[config.mk]
export PLATFORM = sky130hd
export DESIGN_NAME = pipeline_hazard_controller
export DESIGN_NICKNAME = d
export VERILOG_FILES = /design/src/rtl/mips_ctrl_pkg.sv /design/src/rtl/sat_counter.sv /design/src/rtl/pipeline_hazard_controller.sv
export SDC_FILE = /design/constraint.sdc
export NUM_CORES = 1
export LEC_CHECK = 0
export CAP_MARGIN = 20
export CORE_MARGIN = 4
export CORE_UTILIZATION = 46
export DETAILED_ROUTE_END_ITERATION = 6
export MAX_ROUTING_LAYER = met4
export PLACE_DENSITY = 0.88
export SKIP_CTS_REPAIR_TIMING = 1
export SKIP_LAST_GASP = 1
export SLEW_MARGIN = 15
export SYNTH_ARGS = -nofsm -noshare
export SYNTH_HDL_FRONTEND = slang
export SYNTH_SLANG_ARGS = --single-unit
[constraint.sdc]
create_clock -name clk -period 3.5 [get_ports clk]
set_input_delay 0.525 -clock clk [delete_from_list [all_inputs] [get_ports clk]]
set_output_delay 0.525 -clock clk [all_outputs]
set_load 0.01 [all_outputs]
[src/rtl/mips_ctrl_pkg.sv]
`default_nettype none
// ============================================================================
// Package     : mips_ctrl_pkg
// Description : Shared types and constants for the pipeline hazard controller.
// Revision    : 1.0 - initial release
// ============================================================================
package mips_ctrl_pkg;

    localparam int C_REG_IDX_W           = 5;
    localparam int C_MDU_LATENCY_DEFAULT = 32;
    // Wide enough for the largest legal latency reload (254).
    localparam int C_MDU_CNT_W           = 8;

    typedef enum logic [0:0] {
        ST_IDLE     = 1'b0,
        ST_MDU_WAIT = 1'b1
    } mdu_state_t;

endpackage
`default_nettype wire

[src/rtl/sat_counter.sv]
`default_nettype none
// ============================================================================
// Module      : sat_counter
// Description : Up-counter that sticks at all-ones instead of wrapping.
// Revision    : 1.0 - initial release
// ============================================================================
module sat_counter #(
    parameter int WIDTH = 32
) (
    input  logic             clk,
    input  logic             rst_n,
    input  logic             inc,
    output logic [WIDTH-1:0] count
);

    logic [WIDTH-1:0] r_count;

    always_ff @(posedge clk or negedge rst_n) begin
        if (!rst_n) begin
            r_count <= '0;
        end else if (inc && (r_count != {WIDTH{1'b1}})) begin
            r_count <= r_count + WIDTH'(1);
        end
    end

    assign count = r_count;

endmodule
`default_nettype wire

[src/rtl/pipeline_hazard_controller.sv]
`default_nettype none
// ============================================================================
// Module      : pipeline_hazard_controller
// Description : Load-use / MDU stall, branch redirect and perf counters.
// Revision    : 1.0 - initial release
// ============================================================================
module pipeline_hazard_controller
    import mips_ctrl_pkg::*;
#(
    parameter int MDU_LATENCY = C_MDU_LATENCY_DEFAULT,
    parameter int PERF_W      = 32
) (
    input  logic                   clk,
    input  logic                   rst_n,
    input  logic [C_REG_IDX_W-1:0] id_rs,
    input  logic [C_REG_IDX_W-1:0] id_rt,
    input  logic                   id_uses_rt,
    input  logic                   id_mdu_op,
    input  logic                   ex_mem_read,
    input  logic [C_REG_IDX_W-1:0] ex_rt,
    input  logic                   ex_branch_taken,
    input  logic [31:0]            ex_branch_target,
    input  logic                   mdu_start,
    output logic                   stall_fetch,
    output logic                   stall_decode,
    output logic                   flush_decode,
    output logic                   bubble_execute,
    output logic                   redirect_valid,
    output logic [31:0]            redirect_pc,
    output logic                   mdu_busy,
    output logic                   mdu_overlap_err,
    output logic [PERF_W-1:0]      stall_cycles,
    output logic [15:0]            flush_count
);

    localparam logic [C_MDU_CNT_W-1:0] C_MDU_RELOAD = C_MDU_CNT_W'(MDU_LATENCY - 1);

    mdu_state_t             r_state;
    mdu_state_t             w_next_state;
    logic [C_MDU_CNT_W-1:0] r_mdu_cnt;
    logic [C_MDU_CNT_W-1:0] w_next_mdu_cnt;
    logic                   r_overlap_err;
    logic                   w_load_use;
    logic                   w_mdu_hazard;

    // r0 is hardwired to zero, so a load targeting it never creates a dependency.
    assign w_load_use = ex_mem_read && (ex_rt != '0) &&
                        ((ex_rt == id_rs) || (id_uses_rt && (ex_rt == id_rt)));

    assign mdu_busy     = (r_state == ST_MDU_WAIT);
    assign w_mdu_hazard = mdu_busy && id_mdu_op;

    always_ff @(posedge clk or negedge rst_n) begin
        if (!rst_n) begin
            r_state   <= ST_IDLE;
            r_mdu_cnt <= '0;
        end else begin
            r_state   <= w_next_state;
            r_mdu_cnt <= w_next_mdu_cnt;
        end
    end

    // Branches never touch the MDU sequencer: the operation is already in flight.
    always_comb begin
        w_next_state   = r_state;
        w_next_mdu_cnt = r_mdu_cnt;
        case (r_state)
            ST_IDLE: begin
                if (mdu_start) begin
                    w_next_state   = ST_MDU_WAIT;
                    w_next_mdu_cnt = C_MDU_RELOAD;
                end
            end
            ST_MDU_WAIT: begin
                if (r_mdu_cnt == '0) begin
                    w_next_state = ST_IDLE;
                end else begin
                    w_next_mdu_cnt = r_mdu_cnt - C_MDU_CNT_W'(1);
                end
            end
            default: begin
                w_next_state   = ST_IDLE;
                w_next_mdu_cnt = '0;
            end
        endcase
    end

    always_ff @(posedge clk or negedge rst_n) begin
        if (!rst_n) begin
            r_overlap_err <= 1'b0;
        end else if (mdu_start && mdu_busy) begin
            r_overlap_err <= 1'b1;
        end
    end

    assign mdu_overlap_err = r_overlap_err;

    // Redirect beats stalls; controls are gated off while reset is held.
    always_comb begin
        stall_fetch    = 1'b0;
        stall_decode   = 1'b0;
        flush_decode   = 1'b0;
        bubble_execute = 1'b0;
        redirect_valid = 1'b0;
        redirect_pc    = ex_branch_target;
        if (rst_n) begin
            if (ex_branch_taken) begin
                redirect_valid = 1'b1;
                flush_decode   = 1'b1;
                bubble_execute = 1'b1;
            end else if (w_load_use || w_mdu_hazard) begin
                stall_fetch    = 1'b1;
                stall_decode   = 1'b1;
                bubble_execute = 1'b1;
            end
        end
    end

    sat_counter #(
        .WIDTH (PERF_W)
    ) u_stall_cnt (
        .clk   (clk),
        .rst_n (rst_n),
        .inc   (stall_fetch),
        .count (stall_cycles)
    );

    sat_counter #(
        .WIDTH (16)
    ) u_flush_cnt (
        .clk   (clk),
        .rst_n (rst_n),
        .inc   (redirect_valid),
        .count (flush_count)
    );

endmodule
`default_nettype wire

==> impl_metrics.toml <==
[clock_tree]
clkTransAtPathRegs_ns = 0.07
cts_made_buffers = 9
cts_buffer_depth = 2
cts_max_level = 3
clkLatencyLatePin_ns = 0.34
clock-sinks = 58
tritoncts = "done"
cts_root_buf = "clkbuf_8"

[power]
combPwrFrac_pct = 23.3
leakage_nw = 1.66
peakVddDrop_v = 0.000439
p_clk_share_pct = 33.0
seqPwrFrac_pct = 43.7
p_per_area_nw_per_um2 = 516
switchingPower_uw = 613
p_sw_share_pct = 29.7
cell_internal_pwr_mw = 1.45

[detailed_routing]
viasPerCell = 5.55
vias = 2480
drc_errors = 0
drt_wl_total_mm = 7.06
drt-pass1-iter-count = 4
wire_per_inst_um = 15.8
ant_nets = 0
dr.first_iter.drc_count = 98

[worst_setup_path]
crit_arrival_ns = 2.52
path_delay_family = "buffers and inverters"
crit_path_frequent_cell = "clkdlybuf4s50_1"
cp.required_ns = 2.97
rrSetupSlack_ns = 1.14
crit_type = "input pin to output port"
crit_buf_inv = 2
crit_start = "ex_rt[1]"
cpPeakStageDelay_ns = 0.54
worstSetupEndpoint = "bubble_execute"
path_max_fanout = 3
crit_slowest_cell = "or4_1"
crit_path_start_kind = "input pin"
crit_cells = 7
worstReg2RegEnd = "u_stall_cnt.count[1]$_DFFE_PN0P_"
rr_startpoint = "u_stall_cnt.count[0]$_DFFE_PN0P_"
r2r.worst_path.cells = 7
crit_chain = "clkdlybuf4s50_1 -> or4_1 -> o21ai_1 -> nand2b_1 -> nand2_1 -> o21a_1 -> clkdlybuf4s50_1"
cp-end-kind = "output port"

[timing]
tns_ns = 0
setup_viol_count_final = 0
fin_skew_ns = 0.0108
relSlewSlack_pct = 53.0
worst_pin_slew_ns = 0.703
fin_crit_ns = 3.04
holdWs_ns = 0.115
rsz0062_at_grt = "no"
fmax_mhz = 329
period_share_pct = 87.0
hold_viol = 0
drv_slew = 0

[synth]
syn_nets = 368
mappedNetlistArea_um2 = 3190
postSynthCellCount = 311
synthTopCellsByArea = "dfrtp_1 (45%), xnor2_1 (15%), buf_4 (8.0%)"
yosysWarnings = 0
syn_area_per_cell_um2 = 10.3
ys_seq_area_share_pct = 45.5
synth.top_cell.area_share_pct = 45.5
yosys.area.top_type = "dfrtp_1"
synth_seq_cells = 58
yosysUniqueCellTypes = 36

[placed_design]
gp_congestion = 0.803
portBuffers = 76
place_hpwl_mm = 5.23
placed_area_um2 = 3790

[cells_and_area]
syn_to_final_growth_pct = 25.7
n_antenna_cell = 0
layout_common_cells = "clkdlybuf4s50_1 (75), dfrtp_1 (58), xnor2_1 (55), nand4_1 (30), nand2_1 (22)"
fill_cells = 549
seq_area_um2 = 1450
final_common_cell = "clkdlybuf4s50_1"
multi_input_area_um2 = 1440
fin_area_um2 = 4010
layout-drive-gt1-share_pct = 7.63
final_nets = 419

[global_routing]
grt_pass1_wl_mm = 12.0
grt_pass1_vias = 2500
track_usage_pct = 18.6
grt_max_degree = 43
antenna_found_initial = 0
grt-ovfl-total = 0

[hold_path]
min_path_type = "input pin to asynchronous set/reset pin"

[floorplan]
start_util_pct = 47.2
rows = 30
coreArea_um2 = 6760
boundaryPins = 141
die_x_um = 91.3
dieArea_um2 = 8330
die_h_um = 91.3

[run]
drv_cap = 0

[run_status]
outcome = "finished clean"
[power groups by stage]
stage / Combinational [mW] / Sequential, mW / Clock (mW)
after floorplan: 0.272 / 0.919 / 0
after CTS: 0.492 / 0.903 / 0.696
final: 0.483 / 0.903 / 0.682
after global placement: 0.462 / 0.906 / 0
after detailed placement: 0.488 / 0.913 / 0
after global routing: 0.540 / 0.922 / 0.728
[worst min path at each step]
stage                           startpoint                           endpoint  slack, ns  cells after the start
2_1_floorplan                        rst_n                 mdu_busy$_DFF_PN0_       0.23                      0
6_report                             rst_n  u_flush_cnt.count[15]$_DFFE_PN0P_       0.12                      1
3_3_place_gp   mdu_overlap_err$_DFFE_PN0P_        mdu_overlap_err$_DFFE_PN0P_       0.45                      1
3_5_place_dp   mdu_overlap_err$_DFFE_PN0P_        mdu_overlap_err$_DFFE_PN0P_       0.45                      1
5_1_grt                              rst_n   u_flush_cnt.count[5]$_DFFE_PN0P_       0.14                      1
4_1_cts                              rst_n  u_flush_cnt.count[13]$_DFFE_PN0P_       0.12                      1
[area by class of cell]
cell class	instances	share of cell area [%]
Sequential cell	58	36.2
Clock buffer	11	3.53
Clock inverter	5	1.93
Inverter	5	0.468
Multi-Input combinational cell	208	35.8
Timing Repair Buffer	80	19.6
Tap cell	80	2.50
[cell families (layout without fill, tap and decap cells)]
group | count (synthesis) | in the layout | share of synthesized area (%)
AOI/OAI and AO/OA | 12 | 12 | 3.33
and+or+nand+nor | 131 | 131 | 23.4
DFF | 58 | 58 | 45.5
xor gates and xnor gates | 61 | 61 | 16.7
muxes | 1 | 1 | 0.353
adders and majority gates | 3 | 3 | 1.18
buffers and inverters | 45 | 101 | 9.53
[routing by layer]
| metal | vias up | track usage [%] | routed length, um |
|---|---|---|---|
| li1 | 1154 | - | - |
| met1 | 1221 | 22.1 | 2850 |
| met2 | 82 | 29.6 | 3620 |
| met3 | 23 | 5.72 | 453 |
| met4 | 0 | 7.66 | 140 |
| met5 | - | - | 0 |
[worst register-to-register path: stages (launching register included)]
cell	delay, ns
dfrtp_1	0.40
ha_1	0.22
nand4_1	0.17
nor4_2	0.17
buf_4	0.22
nand4_1	0.43
nand2_1	0.28
mux2_2	0.35
[Yosys cell counts]
library cell / instances
or3_1: 2
o22ai_1: 1
o2bb2ai_2: 1
o21ai_2: 1
nor2_1: 16
and4_1: 8
dfrtp_1: 58
a21oi_1: 1
nand4_1: 30
o41ai_4: 1
nand3_1: 15
ha_1: 3
and3_1: 18
nor4_1: 1
nor2b_1: 1
nor3_4: 1
nor3_2: 1
nor4_2: 1
a31oi_1: 1
xor2_1: 6
buf_2: 6
or2_1: 1
or4_1: 1
buf_4: 34
o21ai_0: 2
o21ai_1: 1
a21o_1: 1
and2_1: 4
nand2_1: 22
nand2b_1: 3
or4_4: 1
inv_1: 5
nor3_1: 5
mux2_2: 1
xnor2_1: 55
o21a_1: 2
[metrics by stage]
step	util, %	total power [mW]	std cells	worst slack (ns)
after detailed placement	56.1	1.40	431	0.455
after global placement	56.1	1.37	431	0.498
after CTS	59.4	2.09	447	0.454
final	59.4	2.07	447	0.457
after floorplan	-	1.19	311	1.28
after global routing	59.4	2.19	447	0.364
[registers in the layout, summed over array words and instances, names as in the netlist]
name,count
r_mdu_cnt,8
u_flush_cnt.count,16
mdu_overlap_err,1
u_stall_cnt.count,32
mdu_busy,1
(Power assumes the default switching activity.)
